===== src/rtl/traffic_light_monitor.sv =====
// Passive safety monitor for the two-road traffic light LED outputs: decodes phases,
// measures phase durations and raises sticky illegal/order/timing errors.
// Optional build macro TRAFFIC_MON_STUCK_DETECT_EN enables the held-pattern (stuck) check.
module traffic_light_monitor #(
    parameter int unsigned T_PH0       = 19,
    parameter int unsigned T_PH1       = 3,
    parameter int unsigned T_PH2       = 29,
    parameter int unsigned T_PH3       = 3,
    parameter int unsigned STUCK_LIMIT = 40
) (
    input  logic       clk1h,
    input  logic       rst_n,
    input  logic [2:0] led1,
    input  logic [2:0] led2,
    input  logic       err_clr,
    output logic [1:0] phase,
    output logic       locked,
    output logic [5:0] dur_cnt,
    output logic [5:0] last_dur,
    output logic [7:0] cycle_cnt,
    output logic       err_illegal,
    output logic       err_order,
    output logic       err_timing,
    output logic       err_stuck
);

    typedef enum logic [1:0] {
        S_SYNC,
        S_ACQ,
        S_TRACK
    } state_t;

    state_t     r_state, w_state_nxt;
    logic [1:0] r_phase, w_phase_nxt;
    logic [5:0] r_dur_cnt, w_dur_nxt;
    logic [5:0] r_last_dur, w_last_dur_nxt;
    logic [7:0] r_cycle_cnt, w_cycle_nxt;
    logic       r_err_illegal, r_err_order, r_err_timing;
    logic       w_set_illegal, w_set_order, w_set_timing;
    logic       w_legal;
    logic [1:0] w_ph;
    logic [1:0] w_ph_succ;
    logic [5:0] w_dur_inc;

    function automatic logic [5:0] exp_dur(input logic [1:0] ph);
        case (ph)
            2'd0:    exp_dur = 6'(T_PH0);
            2'd1:    exp_dur = 6'(T_PH1);
            2'd2:    exp_dur = 6'(T_PH2);
            default: exp_dur = 6'(T_PH3);
        endcase
    endfunction

    always_comb begin
        w_legal = 1'b1;
        w_ph    = 2'd0;
        case ({led1, led2})
            6'b100_001: w_ph = 2'd0;
            6'b100_010: w_ph = 2'd1;
            6'b001_100: w_ph = 2'd2;
            6'b010_100: w_ph = 2'd3;
            default:    w_legal = 1'b0;
        endcase
    end

    assign w_ph_succ = r_phase + 2'd1;
    assign w_dur_inc = (r_dur_cnt == 6'd63) ? 6'd63 : r_dur_cnt + 6'd1;

    // SYNC is exactly the "no previous pattern" condition, so r_phase doubles as prev otherwise.
    always_comb begin
        w_state_nxt    = r_state;
        w_phase_nxt    = r_phase;
        w_dur_nxt      = r_dur_cnt;
        w_last_dur_nxt = r_last_dur;
        w_cycle_nxt    = r_cycle_cnt;
        w_set_illegal  = 1'b0;
        w_set_order    = 1'b0;
        w_set_timing   = 1'b0;
        if (!w_legal) begin
            w_set_illegal = 1'b1;
            w_state_nxt   = S_SYNC;
            w_dur_nxt     = '0;
        end else if (r_state == S_SYNC) begin
            w_state_nxt    = S_ACQ;
            w_dur_nxt      = 6'd1;
            w_last_dur_nxt = r_dur_cnt;
            w_phase_nxt    = w_ph;
        end else if (w_ph == r_phase) begin
            w_dur_nxt = w_dur_inc;
        end else begin
            w_last_dur_nxt = r_dur_cnt;
            w_dur_nxt      = 6'd1;
            w_phase_nxt    = w_ph;
            if (r_state == S_ACQ) begin
                if (w_ph == w_ph_succ) w_state_nxt = S_TRACK;
            end else begin
                w_set_order  = (w_ph != w_ph_succ);
                w_set_timing = (r_dur_cnt != exp_dur(r_phase));
                if (r_phase == 2'd3 && w_ph == 2'd0) w_cycle_nxt = r_cycle_cnt + 8'd1;
            end
        end
    end

    always_ff @(posedge clk1h) begin
        if (!rst_n) begin
            r_state       <= S_SYNC;
            r_phase       <= '0;
            r_dur_cnt     <= '0;
            r_last_dur    <= '0;
            r_cycle_cnt   <= '0;
            r_err_illegal <= 1'b0;
            r_err_order   <= 1'b0;
            r_err_timing  <= 1'b0;
        end else begin
            r_state       <= w_state_nxt;
            r_phase       <= w_phase_nxt;
            r_dur_cnt     <= w_dur_nxt;
            r_last_dur    <= w_last_dur_nxt;
            r_cycle_cnt   <= w_cycle_nxt;
            // A new error in the same cycle as err_clr wins.
            r_err_illegal <= (r_err_illegal & ~err_clr) | w_set_illegal;
            r_err_order   <= (r_err_order   & ~err_clr) | w_set_order;
            r_err_timing  <= (r_err_timing  & ~err_clr) | w_set_timing;
        end
    end

`ifdef TRAFFIC_MON_STUCK_DETECT_EN
    logic r_err_stuck;
    logic w_set_stuck;

    always_comb begin
        w_set_stuck = 1'b0;
        if (w_legal && r_state != S_SYNC && w_ph == r_phase &&
            w_dur_inc != r_dur_cnt && 32'(w_dur_inc) == STUCK_LIMIT)
            w_set_stuck = 1'b1;
    end

    always_ff @(posedge clk1h) begin
        if (!rst_n) r_err_stuck <= 1'b0;
        else        r_err_stuck <= (r_err_stuck & ~err_clr) | w_set_stuck;
    end

    assign err_stuck = r_err_stuck;
`else
    assign err_stuck = 1'b0;
`endif

    assign phase       = r_phase;
    assign locked      = (r_state == S_TRACK);
    assign dur_cnt     = r_dur_cnt;
    assign last_dur    = r_last_dur;
    assign cycle_cnt   = r_cycle_cnt;
    assign err_illegal = r_err_illegal;
    assign err_order   = r_err_order;
    assign err_timing  = r_err_timing;

endmodule


===== config.mk =====
export PLATFORM = sky130hd
export DESIGN_NAME = traffic_light_monitor
export DESIGN_NICKNAME = d
export VERILOG_FILES = /design/src/rtl/traffic_light_monitor.sv
export SDC_FILE = /design/constraint.sdc
export NUM_CORES = 1
export LEC_CHECK = 0
export BUFFER_PORTS_ARGS = -buffer_cell sky130_fd_sc_hd__buf_2
export CAP_MARGIN = 20
export CORE_MARGIN = 2
export CORE_UTILIZATION = 59
export CTS_BUF_LIST = sky130_fd_sc_hd__clkbuf_8
export DETAILED_ROUTE_END_ITERATION = 7
export GPL_ROUTABILITY_DRIVEN = 0
export PLACE_DENSITY = 0.95
export SLEW_MARGIN = 0
export SYNTH_ARGS = -nofsm -noshare
export SYNTH_HDL_FRONTEND = slang
export SYNTH_SLANG_ARGS = --single-unit

===== constraint.sdc =====
create_clock -name clk1h -period 5.1 [get_ports clk1h]
set_input_delay 0.765 -clock clk1h [delete_from_list [all_inputs] [get_ports clk1h]]
set_output_delay 0.765 -clock clk1h [all_outputs]
set_load 0.05 [all_outputs]

==> results.cfg <==
[timing]
slew_viol_final = 0
min_period_ns = 2.52
timing_hold_violations_final = 0
clock-skew-final_ns = 0.00212
timing.final.crit_share_pct = 49.4
worst_slew_pin_slew_ns = 0.868
fmax_ghz = 0.397
rsz0062_at_grt = false
setup_viol = 0
whs_ns = 0.456
setup-tns-final_ns = 0
relSlewSlack_pct = 41.7

[power_and_ir_drop]
switching_share_pct = 23.7
p_switching_w = 0.0000856
power_frac_clock_pct = 32.2
internal-power_w = 0.000276
total_power_w = 0.000362
seq_power_share_pct = 58.9
p_comb_share_pct = 8.9
p_leak_nw = 0.665
vdd_ir_drop_max_mv = 0.176
power_density_mw_per_mm2 = 217

[logic_synthesis]
netlist_area_mm2 = 0.00145
synth_nets = 175
synth_cells = 160
yosys.cell_types.count = 42
ys_ff_latch = 27
synth_warnings = 0
ys_seq_area_share_pct = 37.4
avgSynthCellArea_um2 = 9.04

[detailed_routing]
wire_per_inst_um = 14.2
drc = 0
drt_first_pass_iters = 4
first_iter_violations = 35
ant_nets = 0
dr_total_vias = 1311
drt_wl_total_um = 3120
vias_per_cell = 5.96

[critical_path]
endpoint = cycle_cnt[3]
crit_start = led2[1]
reg2reg_from = phase[1]
reg2reg_depth = 4
slowest_delay_ns = 0.50
path_cells = buf_2 > and4bb_2 > o21ai_0 > mux2_2 > or4_1 > a21oi_1
crit_type = in2reg
crit_family = simple AND/OR/NAND/NOR gates
critPathCaptureType = register
cp.depth = 6
slowest_stage = mux2_2
cp.arrival_ns = 2.72
crit_fanout = 15
startpoint_type = input pin
rr_endpoint = cycle_cnt[3]
cp_num_buf_inv = 1
r2r_slack_ns = 3.29
required_ns = 5.30

[global_route]
grt_util_all_layers_pct = 24.4
met3_usage_pct = 4.80
overflow = 0
antenna_found_initial = 0
grtUsageMet1_pct = 30.0
grt_pass1_wl_um = 5100
grt_pass1_vias = 1163
top_usage_layer = met2
grt_use_met2_pct = 40.1
grt_max_degree = 19

[clock_network]
cts.clk_slew.worst_paths_ns = 0.09
tritoncts = built
h-tree-depth = 1
insertion_delay_ns = 0.27
cts-resized-gates = 0
cts.sinks = 27
clock_path_buffers = 2
post-cts-setup-buffers = 0
postCtsHoldBufs = 0
cts-buffers-inserted = 3
cts-root-buf = clkbuf_8

[layout]
final_cell_mix = buf_2, dfxtp_1, nand2_1, a21oi_1
post-route-util_pct = 73.9
seq_area_um2 = 541
nNetsFinal = 208
area_growth_pct = 15.1
nFillCells = 167
n_antenna_cell = 0
layout_commonest_cell = buf_2
multi_input_area_um2 = 848
layout-drive-gt1-share_pct = 24.5

[min_path]
hp-class = reg2reg

[flow_run]
max_cap_viol_count = 0

[floorplanning]
row_count = 17
core_area_mm2 = 0.00225
die_area_mm2 = 0.00286
die_y_um = 53.5
ios = 36
die_x_um = 53.5
initial_core_util_pct = 64.2

[outcome]
status = finished, final reports clean

[placed_design]
io_buffers = 34
dpl.hpwl_um = 2260
==> stage by stage <==
step,std cells,worst slack [ns],instance area [um2]
floorplan,160,2.72,1450
global placement,216,2.41,1620
detailed placement,216,2.34,1620
CTS,220,2.59,1670
global route,220,2.50,1670
finish,220,2.58,1670
==> how the worst min path moves through the flow <==
stage / to / cells after the start / from / slack [ns]
after floorplan: r_state[0] / 1 / r_state[1] / 0.49
after global placement: last_dur[5] / 2 / last_dur[5] / 0.44
after detailed placement: last_dur[4] / 2 / last_dur[4] / 0.45
after CTS: last_dur[4] / 2 / last_dur[4] / 0.47
after global routing: last_dur[4] / 2 / last_dur[4] / 0.49
final: last_dur[4] / 2 / last_dur[4] / 0.46
==> worst reg2reg max path, stage by stage, from the launching register on <==
cell     delay [ns]
dfxtp_1        0.51
ha_1           0.23
nand3_2        0.23
or4_1          0.58
a21oi_1        0.18
==> Yosys cell counts, drive strengths merged <==
library cell / n / area share, %
or3: 1 / 0.43
or2: 1 / 0.43
a32o: 1 / 0.69
or3b: 1 / 0.61
a211oi: 1 / 0.52
nand2b: 5 / 2.2
nand2: 15 / 3.9
nor3: 3 / 1.0
o31a: 1 / 0.61
nand4b: 1 / 0.61
or4b: 1 / 0.95
nand3: 10 / 3.8
nand3b: 1 / 0.52
nor4: 2 / 1.7
inv: 7 / 1.8
nor4bb: 1 / 0.69
xor2: 2 / 1.2
and4bb: 1 / 0.86
or4: 5 / 2.6
mux2i: 9 / 6.2
a21boi: 1 / 0.52
dfxtp: 27 / 37
xnor2: 6 / 3.6
o21a: 2 / 1.0
o21ai: 3 / 1.0
ha: 6 / 5.2
a31o: 1 / 0.61
mux2: 1 / 0.78
a31oi: 1 / 1.5
clkbuf: 3 / 0.78
a22o: 1 / 0.61
a21oi: 13 / 4.5
o31ai: 5 / 2.6
and3: 3 / 1.3
nor2: 9 / 2.3
conb: 1 / 0.26
buf: 3 / 1.4
nor3b: 3 / 2.3
nand4: 2 / 0.86
==> flip-flops by register name, summed over array words and instances (netlist names) <==
signal,count
last_dur,6
dur_cnt,6
err_illegal,1
err_order,1
r_state,2
err_timing,1
cycle_cnt,8
phase,2
==> layout make-up <==
class,instances,share of cell area [%]
Clock buffer,3,2.48
Clock inverter,1,0.225
Inverter,7,1.58
Multi-Input combinational cell,120,50.9
Sequential cell,27,32.5
Tap cell,28,2.10
Timing Repair Buffer,34,10.2
==> routing by layer <==
layer / routed length, um / up-vias
met2: 1550 / 50
met1: 1310 / 619
met5: 0 / -
met3: 207 / 6
met4: 47 / 0
li1: - / 636
==> power by group through the flow <==
stage / clock network (W) / logic [W] / registers [W]
2_1_floorplan: 0 / 0.0000200 / 0.000222
3_3_place_gp: 0 / 0.0000308 / 0.000218
3_5_place_dp: 0 / 0.0000321 / 0.000218
4_1_cts: 0.000119 / 0.0000322 / 0.000213
5_1_grt: 0.000129 / 0.0000350 / 0.000214
6_report: 0.000117 / 0.0000322 / 0.000213
==> cells by family after synthesis <==
kind of cell | count (synthesis) | share of synthesized area (%)
XOR/XNOR | 8 | 4.84
AND/OR/NAND/NOR | 65 | 27.2
adder cells (fa/ha/maj) | 6 | 5.19
multiplexers | 10 | 7.01
flip-flops | 27 | 37.4
other | 1 | 0.259
buffers and inverters | 13 | 3.98
AO/OA/AOI/OAI | 30 | 14.2
Note: power is estimated with default switching activity, not from simulation.
